==> src/rtl/camellia_pkg.sv <==
// Shared Camellia datapath constants, the FL subkey pair type and the word rotate helper.
package camellia_pkg;

  localparam int BLOCK_W = 128;
  localparam int HALF_W  = 64;
  localparam int WORD_W  = 32;

  typedef struct packed {
    logic [WORD_W-1:0] kl;
    logic [WORD_W-1:0] kr;
  } subkey_t;

  // Rotating a doubled copy keeps the wrapped bits in the upper word.
  function automatic logic [WORD_W-1:0] rol32(input logic [WORD_W-1:0] x, input logic [4:0] n);
    logic [2*WORD_W-1:0] dbl;
    dbl = {x, x} << n;
    return dbl[2*WORD_W-1:WORD_W];
  endfunction

endpackage

==> src/rtl/camellia_fl_core.sv <==
// Combinational FL on the upper half and FL^-1 on the lower half of a 128-bit block.
module camellia_fl_core
  import camellia_pkg::*;
(
  input  logic [BLOCK_W-1:0] i_data,
  input  logic [HALF_W-1:0]  i_ke1,
  input  logic [HALF_W-1:0]  i_ke2,
  output logic [BLOCK_W-1:0] o_data
);

  subkey_t           k1;
  subkey_t           k2;
  logic [WORD_W-1:0] dl_l, dl_r, dr_l, dr_r;
  logic [WORD_W-1:0] fl_l, fl_r, inv_l, inv_r;

  assign k1 = subkey_t'(i_ke1);
  assign k2 = subkey_t'(i_ke2);
  assign {dl_l, dl_r, dr_l, dr_r} = i_data;

  // FL updates the right word first; FL^-1 undoes the two steps in reverse order.
  assign fl_r  = dl_r ^ rol32(dl_l & k1.kl, 5'd1);
  assign fl_l  = dl_l ^ (fl_r | k1.kr);
  assign inv_l = dr_l ^ (dr_r | k2.kr);
  assign inv_r = dr_r ^ rol32(inv_l & k2.kl, 5'd1);

  assign o_data = {fl_l, fl_r, inv_l, inv_r};

endmodule

==> src/rtl/camellia_fl_layer_pipe.sv <==
// Camellia FL layer followed by a STAGES-deep valid/ready pipeline with bubble collapse.
// Stage 0 captures the FL result (or the raw block on bypass); later stages only delay.
module camellia_fl_layer_pipe
  import camellia_pkg::*;
#(
  parameter int STAGES    = 1,
  parameter int TAG_W     = 4,
  parameter int BYPASS_EN = 1
) (
  input  logic               i_clk,
  input  logic               i_rst_n,
  input  logic               i_flush,
  input  logic               i_valid,
  output logic               o_ready,
  input  logic [BLOCK_W-1:0] i_data,
  input  logic [HALF_W-1:0]  i_ke1,
  input  logic [HALF_W-1:0]  i_ke2,
  input  logic               i_bypass,
  input  logic [TAG_W-1:0]   i_tag,
  output logic               o_valid,
  input  logic               i_ready,
  output logic [BLOCK_W-1:0] o_data,
  output logic [TAG_W-1:0]   o_tag
);

  localparam logic BYP_OK = (BYPASS_EN != 0);

  logic [BLOCK_W-1:0] fl_data;
  logic [BLOCK_W-1:0] stage0_in;
  logic [STAGES-1:0]  vld_q;
  logic [STAGES-1:0]  vld_d;
  logic [STAGES-1:0]  rdy;
  logic [STAGES-1:0]  up_vld;
  logic [STAGES-1:0]  load;
  logic [BLOCK_W-1:0] data_q [STAGES];
  logic [TAG_W-1:0]   tag_q  [STAGES];

  camellia_fl_core u_core (
    .i_data (i_data),
    .i_ke1  (i_ke1),
    .i_ke2  (i_ke2),
    .o_data (fl_data)
  );

  assign stage0_in = (BYP_OK && i_bypass) ? i_data : fl_data;
  assign o_ready   = rdy[0] & ~i_flush;

  // A stage can take a beat when it is empty or every stage after it can advance.
  always_comb begin
    logic chain;
    chain = i_ready;
    rdy   = '0;
    for (int s = STAGES - 1; s >= 0; s--) begin
      chain  = ~vld_q[s] | chain;
      rdy[s] = chain;
    end
  end

  always_comb begin
    up_vld    = vld_q << 1;
    up_vld[0] = i_valid;
    load      = up_vld & rdy;
    load[0]   = i_valid & o_ready;
    if (i_flush) begin
      vld_d = '0;
    end else begin
      vld_d = (up_vld & rdy) | (vld_q & ~rdy);
    end
  end

  always_ff @(posedge i_clk or negedge i_rst_n) begin
    if (!i_rst_n) begin
      vld_q <= '0;
      for (int s = 0; s < STAGES; s++) begin
        data_q[s] <= '0;
        tag_q[s]  <= '0;
      end
    end else begin
      vld_q <= vld_d;
      if (load[0]) begin
        data_q[0] <= stage0_in;
        tag_q[0]  <= i_tag;
      end
      for (int s = 1; s < STAGES; s++) begin
        if (load[s]) begin
          data_q[s] <= data_q[s-1];
          tag_q[s]  <= tag_q[s-1];
        end
      end
    end
  end

  assign o_valid = vld_q[STAGES-1];
  assign o_data  = data_q[STAGES-1];
  assign o_tag   = tag_q[STAGES-1];

endmodule

==> config.mk <==
export PLATFORM = sky130hd
export DESIGN_NAME = camellia_fl_layer_pipe
export DESIGN_NICKNAME = d
export VERILOG_FILES = /design/src/rtl/camellia_pkg.sv /design/src/rtl/camellia_fl_core.sv /design/src/rtl/camellia_fl_layer_pipe.sv
export SDC_FILE = /design/constraint.sdc
export NUM_CORES = 1
export LEC_CHECK = 0
export BUFFER_PORTS_ARGS = -buffer_cell sky130_fd_sc_hd__buf_2
export CAP_MARGIN = 20
export CELL_PAD_IN_SITES_DETAIL_PLACEMENT = 0
export CELL_PAD_IN_SITES_GLOBAL_PLACEMENT = 1
export CORE_MARGIN = 2
export CORE_UTILIZATION = 31
export DETAILED_ROUTE_END_ITERATION = 7
export PLACE_DENSITY = 0.85
export SETUP_SLACK_MARGIN = 0.1
export SLEW_MARGIN = 20
export SYNTH_ARGS = -nofsm -noshare
export SYNTH_HDL_FRONTEND = slang
export SYNTH_SLANG_ARGS = --single-unit
==> constraint.sdc <==
create_clock -name i_clk -period 2.3 [get_ports i_clk]
set_clock_uncertainty 0.15 [all_clocks]
set_input_delay 0.115 -clock i_clk [delete_from_list [all_inputs] [get_ports i_clk]]
set_output_delay 0.115 -clock i_clk [all_outputs]
set_load 0.05 [all_outputs]
# Word level (Yosys, flattened, before mapping)
# Cells that the tools add are included.
[totals]
latch_bits = 0
mem_count = 0
register_bits = 133
elab_cells = 22
ramBits = 0
romBits = 0
out_inout_bits = 134
in_bits = 266
[op_classes]
eq_ne = 0
div = 0
n_shift = 0
n_mul = 0
n_bitwise = 17
reduce_logical = 0
n_addsub = 0
order_cmp = 0
muxes = 2
[op_table]
columns = ["operator", "n"]
rows = [
  ["128-bit 2-to-1 mux", 1],
  ["32-bit XOR", 4],
  ["32-bit bitwise AND", 2],
  ["32-bit OR", 2],
  ["1-bit bitwise AND", 4],
  ["1-bit inverter", 3],
  ["1-bit OR", 2],
  ["1-bit 2-to-1 mux", 1],
]

# Logic depth before layout (Yosys ltp)
[depth]
ltp_word = 6
mapped_depth = 8
depth_no_buf = 4

# Modules after synthesis
# A second synthesis with hierarchy kept.
[unflattened]
hier_cells = 778
area_unflattened_um2 = 8848.5
[modules_own_cells]
columns = ["mod", "seq_area_each_um2", "area_each_um2", "n_inst", "cells_each"]
rows = [
  ["camellia_fl_layer_pipe", 3328.2, 6486.2, 1, 426],
  ["camellia_fl_core", 0.0, 2362.3, 1, 352],
]

# Least setup slack after synthesis
# OpenSTA, ideal clock, no wires.
[synth_path]
kind = "reg2reg"
startpoint = "register vld_q, in the netlist o_valid"
endpoint = "register tag_q (netlist bit o_tag[0])"
path_slack_ns = 0.249
period_less_slack_ns = 2.051
stages_incl_launch_ff = 7
arrival_ns = 1.776
required_ns = 2.025
path_buffers = 3
setup_time_ns = 0.125
cell_sequence = "dfrtp_1 > nor2b_4 > or3b_1 > buf_6 > buf_6 > buf_6 > mux2_4"
[synth_via]
elab_chain_cells = 4
[synth_rtl]
columns = ["item", "line", "rtl"]
rows = [
  ["start, declared", "camellia_fl_layer_pipe.sv:30", "logic [STAGES-1:0] vld_q;"],
  ["start signal, assigned", "camellia_fl_layer_pipe.sv:79", "vld_q <= vld_d;"],
  ["1-bit inverter", "camellia_fl_layer_pipe.sv:54", "chain = ~vld_q[s] | chain;"],
  ["1-bit OR", "camellia_fl_layer_pipe.sv:54", ""],
  ["1-bit bitwise AND", "camellia_fl_layer_pipe.sv:46", "assign o_ready = rdy[0] & ~i_flush;"],
  ["1-bit bitwise AND", "camellia_fl_layer_pipe.sv:63", "load[0] = i_valid & o_ready;"],
  ["end signal, assigned by index", "camellia_fl_layer_pipe.sv:87", "tag_q[s] <= tag_q[s-1];"],
  ["end, declared", "camellia_fl_layer_pipe.sv:36", "logic [TAG_W-1:0] tag_q [STAGES];"],
]
# Every way passes these cells.
# A chain may end at the register's enable or synchronous reset.

# Final worst setup path
[layout_path]
startpoint = "register vld_q, in the netlist o_valid"
endpoint = "register data_q (netlist bit o_data[57])"
[layout_via]
elab_chain_cells = 4
[layout_rtl]
columns = ["item", "line", "rtl"]
rows = [
  ["1-bit inverter", "camellia_fl_layer_pipe.sv:54", ""],
  ["1-bit OR", "camellia_fl_layer_pipe.sv:54", ""],
  ["1-bit bitwise AND", "camellia_fl_layer_pipe.sv:46", ""],
  ["1-bit bitwise AND", "camellia_fl_layer_pipe.sv:63", ""],
  ["end signal, assigned by index", "camellia_fl_layer_pipe.sv:86", "data_q[s] <= data_q[s-1];"],
  ["end, declared", "camellia_fl_layer_pipe.sv:35", "logic [BLOCK_W-1:0] data_q [STAGES];"],
]
# Every way passes these cells.

==> impl_metrics.toml <==
[cts]
hold_buffers = 174
numCtsBuffers = 17
cts_max_level = 4
clk_latency_ns = 0.41
clock-sinks = 133
clockBufferDepth = 2
path_clk_slew_ns = 0.06
cts_tree = "done"
post_cts_buffers = 0
cts_resized = 0
root_buffer = "clkbuf_16"

[cells_and_area]
post-route-util = 0.506
fin_nets = 1718
diodes = 0
fillers = 2296
layout.cells.non_filler = 1789
drive_above_1_share = 0.306
area_growth_pct = 59.4

[worst_setup_path]
crit_type = "flop to flop"
crit_family = "simple AND/OR/NAND/NOR gates"
critPathCaptureType = "flop"
slowest_delay_ns = 0.57
cp_max_fo = 126
cp_slowest_cell = "or3b_4"
crit_arrival_ns = 2.15
start_kind = "flop"
path_depth = 5
crit_required_ns = 2.42
crit_chain = "nor2b_4 -> or3b_4 -> buf_12 -> nand2_1 -> o21ai_1"
path_buf_inv = 1
reg2reg_depth = 5

[grt]
grt_use_met2 = 0.350
grt_util_met3 = 0.0534
met1_usage = 0.223
antenna_found_initial = 1
overflow = 0
grt_max_degree = 127
grt_pass1_vias = 8407
grt_pass1_wl_um = 41100
grtUsageTotal = 0.195
grt_busiest_layer = "met2"

[routing]
wirelength_um = 26000
wl_per_cell_um = 14.5
post-route-drc-count = 0
drt_iter0_drc = 369
avgViaCountPerCell = 4.68
first_pass_iters = 4
vias = 8368
ant_nets = 0

[status]
outcome = "complete, no violations"

[floorplanning]
initial_utilization = 0.317
num_rows = 57
die_x_um = 162
die-area_mm2 = 0.0262
core_mm2 = 0.0244
ios = 400
die_y_um = 162

[pwr]
max-vdd-ir-drop_v = 0.000428
power_mw = 9.04
cellPowerDensity_mw_per_mm2 = 733
cellLeakagePower_nw = 5.87

[timing]
min_period_ns = 2.03
hold_violations = 0
worst_pin_slew_ns = 0.608
fin_crit_sh = 0.882
setup-tns-final_ns = 0
relSlewSlack = 0.589
fmax_ghz = 0.493
slew_violations = 0
rsz0062_at_grt = "false"
setup_viol = 0
hold_slack_ns = 0.0126

[synthesis]
syn_nets = 1155
synthCells = 889
synth-seq-cells = 133
synth_seq_area_share = 0.430
yosysUniqueCellTypes = 17
ys.warnings.count = 0
synth_area_per_cell_um2 = 8.70
synth_area_mm2 = 0.00774

[placed_design]
gp_congestion = 0.849
place_inst = 1583
hpwl_um = 18700
io_buffers = 399

[job]
maxCapViolations = 0

[min_path]
hp-class = "primary input to flop"
whs_path_depth = 5
==> through the flow <==
| step | cell area, µm² | setup WS, ns |
|---|---|---|
| 4_1_cts | 12300 | 0.352 |
| 3_5_place_dp | 10100 | 0.360 |
| 3_3_place_gp | 10100 | 0.404 |
| 6_report | 12300 | 0.271 |
| 5_1_grt | 12300 | 0.185 |
| 2_1_floorplan | 7740 | 0.249 |
==> flip-flops by register name, summed over array words and instances, names as in the netlist <==
name / count
o_data: 128
o_valid: 1
o_tag: 4
==> power breakdown <==
| group | internal (mW) | switching, mW | total (mW) |
|---|---|---|---|
| clock | 1.39 | 1.10 | 2.49 |
| combinational | 1.13 | 2.44 | 3.57 |
| sequential | 2.75 | 0.225 | 2.97 |
==> layout make-up <==
type / count / area [µm²] / area share
Clock buffer: 19 / 433 / 0.0351
Clock inverter: 13 / 101 / 0.00822
Multi-Input combinational cell: 713 / 4140 / 0.336
Sequential cell: 133 / 3330 / 0.270
Tap cell: 324 / 405 / 0.0329
Timing Repair Buffer: 587 / 3930 / 0.318
==> final timing paths <==
check	startpoint	to	slack, ns
min	i_ke1[38]	o_data[71]	0.01
max reg2reg	o_valid	o_data[57]	0.27
min reg2reg	o_data[2]	o_data[2]	0.32
min in group asynchronous	i_rst_n	o_data[96]	0.10
max in group asynchronous	i_rst_n	o_data[61]	1.24
max	o_valid	o_data[57]	0.27
==> cells by family after synthesis <==
kind of cell              count (synthesis)  share of synthesized area
AOI/OAI and AO/OA                       192                      0.135
xor gates and xnor gates                128                      0.145
buffers and inverters                    43                     0.0351
muxes                                     4                    0.00776
DFF                                     133                      0.430
and+or+nand+nor                         389                      0.248
==> metal layers <==
metal | wire length (µm) | vias up
li1 | - | 4183
met1 | 10500 | 3855
met2 | 12700 | 296
met3 | 2030 | 34
met4 | 730 | 0
met5 | 0 | -
==> worst register-to-register path, cell delays in order, from the launching register on <==
cell	delay, ns
dfrtp_1	0.37
nor2b_4	0.13
or3b_4	0.57
buf_12	0.31
nand2_1	0.29
o21ai_1	0.07
==> cells in the mapped netlist (all sizes together) <==
library cell,instances,area share
nor4bb,32,0.041
nor3,32,0.021
xnor2,128,0.14
mux2,4,0.0078
and4b,32,0.041
clkbuf,18,0.0087
o21ai,160,0.10
nand2,160,0.078
or3b,1,0.0011
nor2,131,0.064
buf,25,0.026
a211oi,32,0.031
nor2b,1,0.0018
dfrtp,133,0.43
==> layout by cell type (no fill, tap or decap) <==
cell | netlist | layout
and4b_1 | 32 | 32
nor2b_4 | 1 | 1
clkbuf_1 | 18 | 2
nor4bb_1 | 32 | 32
nand2_1 | 160 | 160
clkbuf_16 | 0 | 17
clkinv_4 | 0 | 4
buf_2 | 4 | 397
buf_12 | 0 | 6
dlygate4sd3_1 | 0 | 174
mux2_4 | 4 | 4
dfrtp_1 | 133 | 133
or3b_4 | 0 | 1
buf_4 | 0 | 9
nor2_1 | 131 | 131
o21ai_1 | 100 | 100
inv_6 | 0 | 3
clkinv_2 | 0 | 2
clkinvlp_4 | 0 | 4
buf_6 | 14 | 1
nor3_1 | 32 | 32
o21ai_0 | 60 | 60
a211oi_1 | 32 | 32
xnor2_1 | 128 | 128
No activity file was read; power rests on OpenSTA's default activity.
